**src/rtl/safeguard_pkg.sv**
```systemverilog
// Shared state and key codes for the parking safeguard pass-key controller
// and the LCD message stage that consumes its state code.
package safeguard_pkg;

  typedef enum logic [2:0] {
    SG_ARMED  = 3'd0,
    SG_LOCKED = 3'd1,
    SG_OPEN   = 3'd2
  } sg_state_e;

  localparam logic [3:0] KEY_CLEAR    = 4'hA;
  localparam logic [3:0] KEY_ENTER    = 4'hB;
  localparam logic [2:0] ENTRY_DIGITS = 3'd4;

  function automatic logic is_digit(input logic [3:0] code);
    return (code <= 4'd9);
  endfunction

endpackage

```
**src/rtl/safeguard_timer.sv**
```systemverilog
// Loadable 32-bit down counter used for the lockout and open timeouts.
// It stops at zero and only moves again on a fresh load.
module safeguard_timer (
  input  logic        clk,
  input  logic        rst_n,
  input  logic        load,
  input  logic [31:0] load_value,
  output logic [31:0] value,
  output logic        zero
);

  logic [31:0] count_r;

  // Count register: load wins, otherwise decrement toward zero and hold there.
  always_ff @(posedge clk or negedge rst_n) begin
    if (!rst_n) begin
      count_r <= 32'd0;
    end else if (load) begin
      count_r <= load_value;
    end else if (count_r != 32'd0) begin
      count_r <= count_r - 32'd1;
    end else begin
      count_r <= count_r;
    end
  end

  assign value = count_r;
  assign zero  = (count_r == 32'd0);

endmodule

```
**src/rtl/safeguard_ctrl.sv**
```systemverilog
// Pass-key controller: collects keypad digits, checks a 4-digit entry against
// PASS_KEY and sequences ARMED / LOCKED / OPEN for the LCD message stage.
module safeguard_ctrl
  import safeguard_pkg::*;
#(
  parameter logic [15:0] PASS_KEY    = 16'h1234,
  parameter logic [31:0] LOCK_CYCLES = 32'd100_000_000,
  parameter logic [31:0] OPEN_CYCLES = 32'd500_000_000
) (
  input  logic       iCLK,
  input  logic       iRST_N,
  input  logic       iKEY_VALID,
  input  logic [3:0] iKEY_CODE,
  input  logic       iCLOSE,
  output logic [2:0] SafeGuard_State,
  output logic [2:0] oDIGIT_CNT,
  output logic [3:0] oFAIL_CNT
);

  sg_state_e   state_r, state_next_s;
  logic [15:0] entry_r;
  logic [2:0]  digit_cnt_r;
  logic [3:0]  fail_cnt_r;

  logic        timer_load_s;
  logic [31:0] timer_load_value_s;
  logic [31:0] timer_value_s;
  logic        timer_zero_s;
  logic        timer_done_s;
  logic        enter_s;
  logic        key_match_s;
  logic        digit_shift_s;
  logic        entry_clear_s;
  logic        fail_inc_s;

  safeguard_timer u_timer (
    .clk        (iCLK),
    .rst_n      (iRST_N),
    .load       (timer_load_s),
    .load_value (timer_load_value_s),
    .value      (timer_value_s),
    .zero       (timer_zero_s)
  );

  // The timer reaches zero on this edge, so a state of N cycles ends exactly at N.
  assign timer_done_s = timer_zero_s || (timer_value_s == 32'd1);
  assign enter_s      = iKEY_VALID && (iKEY_CODE == KEY_ENTER);
  assign key_match_s  = (digit_cnt_r == ENTRY_DIGITS) && (entry_r == PASS_KEY);

  // State register.
  always_ff @(posedge iCLK or negedge iRST_N) begin
    if (!iRST_N) begin
      state_r <= SG_ARMED;
    end else begin
      state_r <= state_next_s;
    end
  end

  // Next-state decode.
  always_comb begin
    state_next_s = state_r;
    case (state_r)
      SG_ARMED: begin
        if (enter_s) begin
          state_next_s = key_match_s ? SG_OPEN : SG_LOCKED;
        end else begin
          state_next_s = SG_ARMED;
        end
      end
      SG_LOCKED: begin
        if (timer_done_s) state_next_s = SG_ARMED;
        else              state_next_s = SG_LOCKED;
      end
      SG_OPEN: begin
        if (iCLOSE || timer_done_s) state_next_s = SG_ARMED;
        else                        state_next_s = SG_OPEN;
      end
      default: state_next_s = SG_ARMED;
    endcase
  end

  // Control decode: entry buffer, fail counter and timer actions per state.
  always_comb begin
    timer_load_s       = 1'b0;
    timer_load_value_s = 32'd0;
    digit_shift_s      = 1'b0;
    entry_clear_s      = 1'b0;
    fail_inc_s         = 1'b0;
    case (state_r)
      SG_ARMED: begin
        if (iKEY_VALID && is_digit(iKEY_CODE)) begin
          digit_shift_s = (digit_cnt_r < ENTRY_DIGITS);
        end else if (iKEY_VALID && (iKEY_CODE == KEY_CLEAR)) begin
          entry_clear_s = 1'b1;
        end else if (enter_s) begin
          entry_clear_s = 1'b1;
          timer_load_s  = 1'b1;
          if (key_match_s) begin
            timer_load_value_s = OPEN_CYCLES;
          end else begin
            timer_load_value_s = LOCK_CYCLES;
            fail_inc_s         = 1'b1;
          end
        end else begin
          digit_shift_s = 1'b0;
        end
      end
      SG_LOCKED: begin
        timer_load_s = timer_done_s;
      end
      SG_OPEN: begin
        // Clearing on exit keeps the timer at zero while armed after an early close.
        timer_load_s = iCLOSE || timer_done_s;
      end
      default: begin
        timer_load_s = 1'b1;
      end
    endcase
  end

  // Entry buffer, digit count and saturating fail counter.
  always_ff @(posedge iCLK or negedge iRST_N) begin
    if (!iRST_N) begin
      entry_r     <= 16'd0;
      digit_cnt_r <= 3'd0;
      fail_cnt_r  <= 4'd0;
    end else begin
      if (entry_clear_s) begin
        entry_r     <= 16'd0;
        digit_cnt_r <= 3'd0;
      end else if (digit_shift_s) begin
        entry_r     <= {entry_r[11:0], iKEY_CODE};
        digit_cnt_r <= digit_cnt_r + 3'd1;
      end else begin
        entry_r     <= entry_r;
        digit_cnt_r <= digit_cnt_r;
      end
      if (fail_inc_s && (fail_cnt_r != 4'hF)) begin
        fail_cnt_r <= fail_cnt_r + 4'd1;
      end else begin
        fail_cnt_r <= fail_cnt_r;
      end
    end
  end

  assign SafeGuard_State = state_r;
  assign oDIGIT_CNT      = digit_cnt_r;
  assign oFAIL_CNT       = fail_cnt_r;

endmodule

```
**config.mk**
```make
export PLATFORM = sky130hd
export DESIGN_NAME = safeguard_ctrl
export DESIGN_NICKNAME = d
export VERILOG_FILES = /design/src/rtl/safeguard_pkg.sv /design/src/rtl/safeguard_timer.sv /design/src/rtl/safeguard_ctrl.sv
export SDC_FILE = /design/constraint.sdc
export NUM_CORES = 1
export LEC_CHECK = 0
export ABC_AREA = 1
export ABC_CLOCK_PERIOD_IN_PS = 3900
export CAP_MARGIN = 20
export CORE_MARGIN = 2
export CORE_UTILIZATION = 55
export CTS_CLUSTER_DIAMETER = 50
export CTS_CLUSTER_SIZE = 28
export DETAILED_ROUTE_END_ITERATION = 8
export PLACE_DENSITY = 0.8
export SETUP_SLACK_MARGIN = 0.5
export SLEW_MARGIN = 15
export SYNTH_ARGS = -nofsm -noshare
export SYNTH_HDL_FRONTEND = slang
export SYNTH_SLANG_ARGS = --single-unit
```
**constraint.sdc**
```tcl
create_clock -name iCLK -period 3.9 [get_ports iCLK]
set_input_delay 0.585 -clock iCLK [delete_from_list [all_inputs] [get_ports iCLK]]
set_output_delay 0.585 -clock iCLK [all_outputs]
set_load 0.01 [all_outputs]
```
==> qor.yml, run 1 <==
setup_tns_ns: 0
critPathMaxFanout: 17
endpoint_kind: "register"
path_clk_slew_ns: 0.07
cp-start-kind: "input port"
viasPerCell: 5.48
netlist-cell-type-count: 32
wl_per_cell_um: 14.9
synthCells: 411
hold_buffers: 0
power_leakage_nw: 1.69
syn_area_per_cell_um2: 7.98
wl_um: 7570
setup_viol: 0
yosysSeqAreaShare: 0.435
grt_max_degree: 39
cts_tree: "yes"
worstPathArrival_ns: 2.66
ir_worst_vdd_mv: 0.313
diodes: 0
die-area_um2: 6600
min_period_ns: 2.44
postRouteAntennaNets: 0
grt_pass1_wl_um: 12900
max_cap_viol_count: 0
rows: 28
core_um2: 5850
ctsRootBufferMaster: "clkbuf_8"
cts_max_level: 3
initial_core_util: 0.561
hold_violations: 0
multi_input_area_um2: 1590
die_height_um: 81.2
slew_headroom: 0.523
synth_warnings: 0
path_class: "input port to register"
ys_ff_latch: 57
synthFlopType: "dfrtp_1"
grt_use_total: 0.260
syn_area_um2: 3280
clk_latency_ns: 0.34
fmax_mhz: 409
final_nets: 444
syn_nets: 425
slew_violations: 0
wl_met2_um: 3640
p_total_mw: 1.26
drive_gt1_frac: 0.104
gp_congestion: 0.916
power_density_nw_per_um2: 341
drt_first_pass_iters: 5
io_pins: 18
grt_pass1_vias: 2774
highest_layer: "met4"
hp-class: "input port to asynchronous set/reset pin"
die_x_um: 81.2
area_growth_pct: 12.9
regArea_um2: 1430
dr_total_vias: 2790
skew_ns: 0.00679
synthArstFlopShare: 1.00
critPathRequiredTime_ns: 4.11
met3_length_um: 405
cts.sinks: 57
drt_first_iter_violations: 145
grt-ovfl-total: 0
antenna_found_initial: 0
drt-met1-wl_um: 3310
fillCellCount: 483
clock_path_buffers: 2
grt_setup_unrepaired: "false"
fin_crit_sh: 0.626
ctsResizeCount: 0
cts_setup_buffers: 0
drc: 0
cts_buffers: 9
postLayoutCellArea_um2: 3700
worst_slew_pin_slew_ns: 0.716
placed_area_um2: 3470
port_buffers: 16
place_hpwl_um: 5490
status: "finished, final reports clean"
synth_edf_count: 0
cell type report:
cell class,count,area share
clock buffers,13,0.0456
flip-flops and latches,57,0.385
inverters,54,0.0547
multi-input cells,291,0.429
repair buffers,17,0.0439
clock inverters,2,0.0162
well taps,75,0.0253
cell usage after synthesis (5+ instances only):
library cell,number,share of area
nand3_1,36,0.055
nor2_1,66,0.076
inv_1,52,0.060
nor3_1,11,0.017
a21oi_1,14,0.021
nand2_2,7,0.013
o22ai_1,16,0.031
xor2_1,8,0.021
o21ai_0,9,0.014
xnor2_1,20,0.053
dfrtp_1,57,0.43
a21oi_2,5,0.013
nand2_1,63,0.072
nand4_1,5,0.0095
ha_1,6,0.023
nor2_2,7,0.013
nor4_1,5,0.0095
cell usage in the layout (no fill, tap or decap), drive strengths merged:
cell type | synthesis | layout
nand2 | 75 | 75
o22ai | 16 | 16
nand3b | 1 | 1
or2 | 1 | 1
nand3 | 36 | 36
nor3 | 11 | 11
xnor2 | 20 | 20
ha | 6 | 6
mux2i | 1 | 1
a21oi | 19 | 19
nand4 | 5 | 5
xor2 | 8 | 8
inv | 54 | 54
buf | 8 | 2
nor4 | 5 | 5
nor2 | 75 | 75
dfrtp | 57 | 57
o21ai | 10 | 10
bufinv | 0 | 2
clkdlybuf4s50 | 0 | 15
clkbuf | 1 | 13
conb | 1 | 1
o31ai | 1 | 1
layer usage:
metal,vias to the layer above,GRT usage
met5,-,0
met4,0,0.112
met3,23,0.0578
met2,89,0.423
met1,1321,0.335
li1,1357,-
critical path: stages:
cell,delay [ns]
clkdlybuf4s50_1,0.50
nor2_1,0.06
nand2_1,0.12
nor2_2,0.06
nand2_2,0.25
inv_1,0.13
or2_1,0.26
nand2_4,0.21
nand2_8,0.14
nor2_8,0.26
a21oi_1,0.08
through the flow:
step           utilization  hold WS [ns]  instances  setup WS (ns)
2_1_floorplan            -         0.289        411           2.09
3_3_place_gp         0.594         0.499        494           1.18
3_5_place_dp         0.594         0.528        494           1.11
4_1_cts              0.633         0.212        509           1.45
5_1_grt              0.633         0.237        509           1.28
6_report             0.633         0.181        509           1.46
sequential cells by signal, indices dropped and copies added (netlist names):
| signal | count |
|---|---|
| oDIGIT_CNT | 3 |
| entry_r | 16 |
| oFAIL_CNT | 4 |
| SafeGuard_State | 2 |
| u_timer.value | 32 |
cells by family (layout without fill, tap and decap cells):
family | Yosys count | count (layout) | share of synthesized area
xor gates and xnor gates | 28 | 28 | 0.0748
adders and majority gates | 6 | 6 | 0.0229
DFF | 57 | 57 | 0.435
AOI/OAI and AO/OA | 46 | 46 | 0.0839
buffers and inverters | 63 | 86 | 0.0805
and+or+nand+nor | 209 | 209 | 0.299
muxes | 1 | 1 | 0.00305
other | 1 | 1 | 0.00114
report_power, final:
part / leakage, nW / internal [mW] / switching, mW / total (mW)
sequential: 0.625 / 0.591 / 0 / 0.591
clock: 0.116 / 0.409 / 0.239 / 0.648
combinational: 0.945 / 0.00736 / 0.0163 / 0.0237
path summary, 6_finish.rpt:
check | slack (ns) | start | cells past startpoint | end
worst max-delay path | 1.46 | iKEY_CODE[2] | 11 | u_timer.value[15]$_DFFE_PN0P_
worst min-delay path | 0.18 | iRST_N | 1 | entry_r[3]$_DFFE_PN0P_
worst max register to register | 1.63 | u_timer.value[12]$_DFFE_PN0P_ | 8 | u_timer.value[15]$_DFFE_PN0P_
worst min register to register | 0.53 | oFAIL_CNT[0]$_DFFE_PN0P_ | 1 | oFAIL_CNT[0]$_DFFE_PN0P_
max in group asynchronous | 2.86 | iRST_N | 2 | u_timer.value[23]$_DFFE_PN0P_
min in group iCLK | 0.53 | oFAIL_CNT[0]$_DFFE_PN0P_ | 1 | oFAIL_CNT[0]$_DFFE_PN0P_
(Power assumes the default switching activity.)
==> run 2, diff against run 1 <==
--- a/config.mk
+++ b/config.mk
@@ -6,7 +6,7 @@
 export NUM_CORES = 1
 export LEC_CHECK = 0
 export ABC_AREA = 1
-export ABC_CLOCK_PERIOD_IN_PS = 3900
+export ABC_CLOCK_PERIOD_IN_PS = 2290
 export CAP_MARGIN = 20
 export CORE_MARGIN = 2
 export CORE_UTILIZATION = 55
==> constraint.sdc (replaced) <==
create_clock -name iCLK -period 2.29 [get_ports iCLK]
set_input_delay 0.3435 -clock iCLK [delete_from_list [all_inputs] [get_ports iCLK]]
set_output_delay 0.3435 -clock iCLK [all_outputs]
set_load 0.01 [all_outputs]
==> qor.yml, run 2 (same netlist as run 1, synthesis figures left out) <==
cts_tree: "yes"  # unchanged
path_clk_slew_ns: 0.07  # about the same
grt_pass1_vias: 2707  # was 2774
max_cap_viol_count: 0  # unchanged
slowest_delay_ns: 0.43  # was 0.50 ns
crit_chain: "nor2_1, nand2_1, nor2_1, nand2_1, nor2_1, nand3_1, nand2_1, nand3_1, a21oi_2"  # was clkdlybuf4s50_1, nor2_1, nand2_1, nor2_2, nand2_2, inv_1, or2_1, nand2_4, nand2_8, nor2_8, a21oi_1
path_class: "register to register"  # was input port to register
path_delay_family: "simple AND/OR/NAND/NOR gates"  # unchanged
final_nets: 472  # was 444
initial_core_util: 0.561  # unchanged
largest_register_ffs: 32  # unchanged
drt-met1-wl_um: 3730  # was 3310 um
clk_latency_ns: 0.34  # about the same
layout.cells.non_filler: 537  # was 509
utilization: 0.722  # was 0.633
port_buffers: 16  # unchanged
min_period_ns: 1.91
power_density_nw_per_um2: 449  # was 341 nW/um^2
drt_first_iter_violations: 239  # was 145
grt_pass1_wl_um: 13000  # was 12900 um
slew_violations: 0  # unchanged
gp_congestion: 0.948  # was 0.916
endpoint_kind: "register"  # unchanged
die_x_um: 81.2  # unchanged
wl_met2_um: 4370  # was 3640 um
grt_max_degree: 44  # was 39
final_common_cell: "nand2_1"  # was nor2_1
dr_total_vias: 3009  # was 2790
power_leakage_nw: 1.91  # was 1.69 nW
setup_tns_ns: 0  # unchanged
area_growth_pct: 28.8  # was 12.9%
viasPerCell: 5.60  # was 5.48
ir_worst_vdd_mv: 0.504  # was 0.313 mV
antenna_found_initial: 0  # unchanged
setup_viol: 0  # unchanged
worstPathArrival_ns: 2.17  # was 2.66 ns
die_height_um: 81.2  # unchanged
die-area_um2: 6600  # unchanged
placed_area_um2: 3520  # was 3470 um^2
postRouteAntennaNets: 0  # unchanged
hold_violations: 0  # unchanged
grt_use_total: 0.258  # was 0.260
postLayoutCellArea_um2: 4220  # was 3700 um^2
grt_setup_unrepaired: "true"  # was false
ctsRootBufferMaster: "clkbuf_8"  # unchanged
io_pins: 18  # unchanged
cts_max_level: 3  # unchanged
place_hpwl_um: 5440  # was 5490 um
skew_ns: 0.0102  # was 0.00679 ns
drc: 0  # unchanged
highest_layer: "met4"  # unchanged
core_um2: 5850  # unchanged
placedCellCount: 499  # was 494
hp-class: "input port to register"  # was input port to asynchronous set/reset pin
fmax_mhz: 524
path_buf_inv: 0  # was 2
cpMaxStageDelayCell: "dfrtp_1"  # was clkdlybuf4s50_1
mostFrequentLayoutCells: "60 x nand2_1, 55 x dfrtp_1, 50 x nor2_1"  # was 66 x nor2_1, 63 x nand2_1, 57 x dfrtp_1
status: "finished, final reports clean"  # unchanged
cts_buffers: 9  # unchanged
critPathMaxFanout: 3  # was 17
clock_path_buffers: 2  # unchanged
fin_crit_sh: 0.833
holdWs_ns: 0.322  # was 0.181 ns
drive_gt1_frac: 0.264  # was 0.104
diodes: 0  # unchanged
drt_first_pass_iters: 5  # unchanged
cts.sinks: 57  # unchanged
met3_length_um: 478  # was 405 um
wl_um: 8860  # was 7570 um
critPathRequiredTime_ns: 2.55  # was 4.11 ns
cp-start-kind: "register"  # was input port
rows: 28  # unchanged
wl_per_cell_um: 16.5  # was 14.9 um
grt-ovfl-total: 0  # unchanged
-- run 2: cell count changes in the layout (fill, tap and decap cells not counted), moves of 7 or more --
cell	delta
nor2_4	+9
nor2_2	+8
nand3_1	-7
nor3_1	-7
nor2_1	-16
buf_4	+18
-- run 2: cell type report --
cell class,count,area [um^2]
clock buffers,10,138
repair buffers,44,460
flip-flops and latches,57,1430
well taps,75,93.8
multi-input cells,292,1860
inverters,54,205
fillers,395,1630
clock inverters,5,32.5
-- run 2: layer usage --
layer,vias up,GRT usage
li1,1420,-
met1,1432,0.340
met2,128,0.428
met3,29,0.0411
met4,0,0.100
met5,-,0
-- run 2: final timing paths --
kind,from,to,slack (ns),cells after the start
max in group asynchronous,iRST_N,u_timer.value[9]$_DFFE_PN0P_,1.24,3
min,iKEY_CODE[2],entry_r[2]$_DFFE_PN0P_,0.32,3
min in group asynchronous,iRST_N,oDIGIT_CNT[2]$_DFFE_PN0P_,0.48,2
max,u_timer.value[8]$_DFFE_PN0P_,u_timer.value[27]$_DFFE_PN0P_,0.38,9
max reg2reg,u_timer.value[8]$_DFFE_PN0P_,u_timer.value[27]$_DFFE_PN0P_,0.38,9
min reg2reg,u_timer.value[1]$_DFFE_PN0P_,u_timer.value[1]$_DFFE_PN0P_,0.54,2
-- run 2: where the power goes --
part / switching [mW] / total (mW) / internal [mW]
registers: 0 / 1.01 / 1.01
logic: 0.0322 / 0.0502 / 0.0179
clock network: 0.428 / 0.839 / 0.411
-- run 2: stage by stage --
step	setup slack (ns)	total power, mW
2_1_floorplan	0.622	1.03
3_3_place_gp	0.113	1.07
4_1_cts	0.497	1.89
5_1_grt	0.328	1.94
3_5_place_dp	0.0483	1.07
6_report	0.383	1.90
-- run 2: worst min-delay path, delay by kind of cell --
family / cells / cell delay [ns]
compound gates: 1 / 0.07
simple gates: 1 / 0.06
buf+inv: 1 / 0.14
-- run 2: timing repair --
action	4_1_cts	5_1_grt
buffers inserted	4	15
hold buffers	1	0
pin swaps	6	14
resized for setup	22	57
gates cloned	1	2
endpoints found under the hold margin	14	0
setup endpoints to repair	30	55
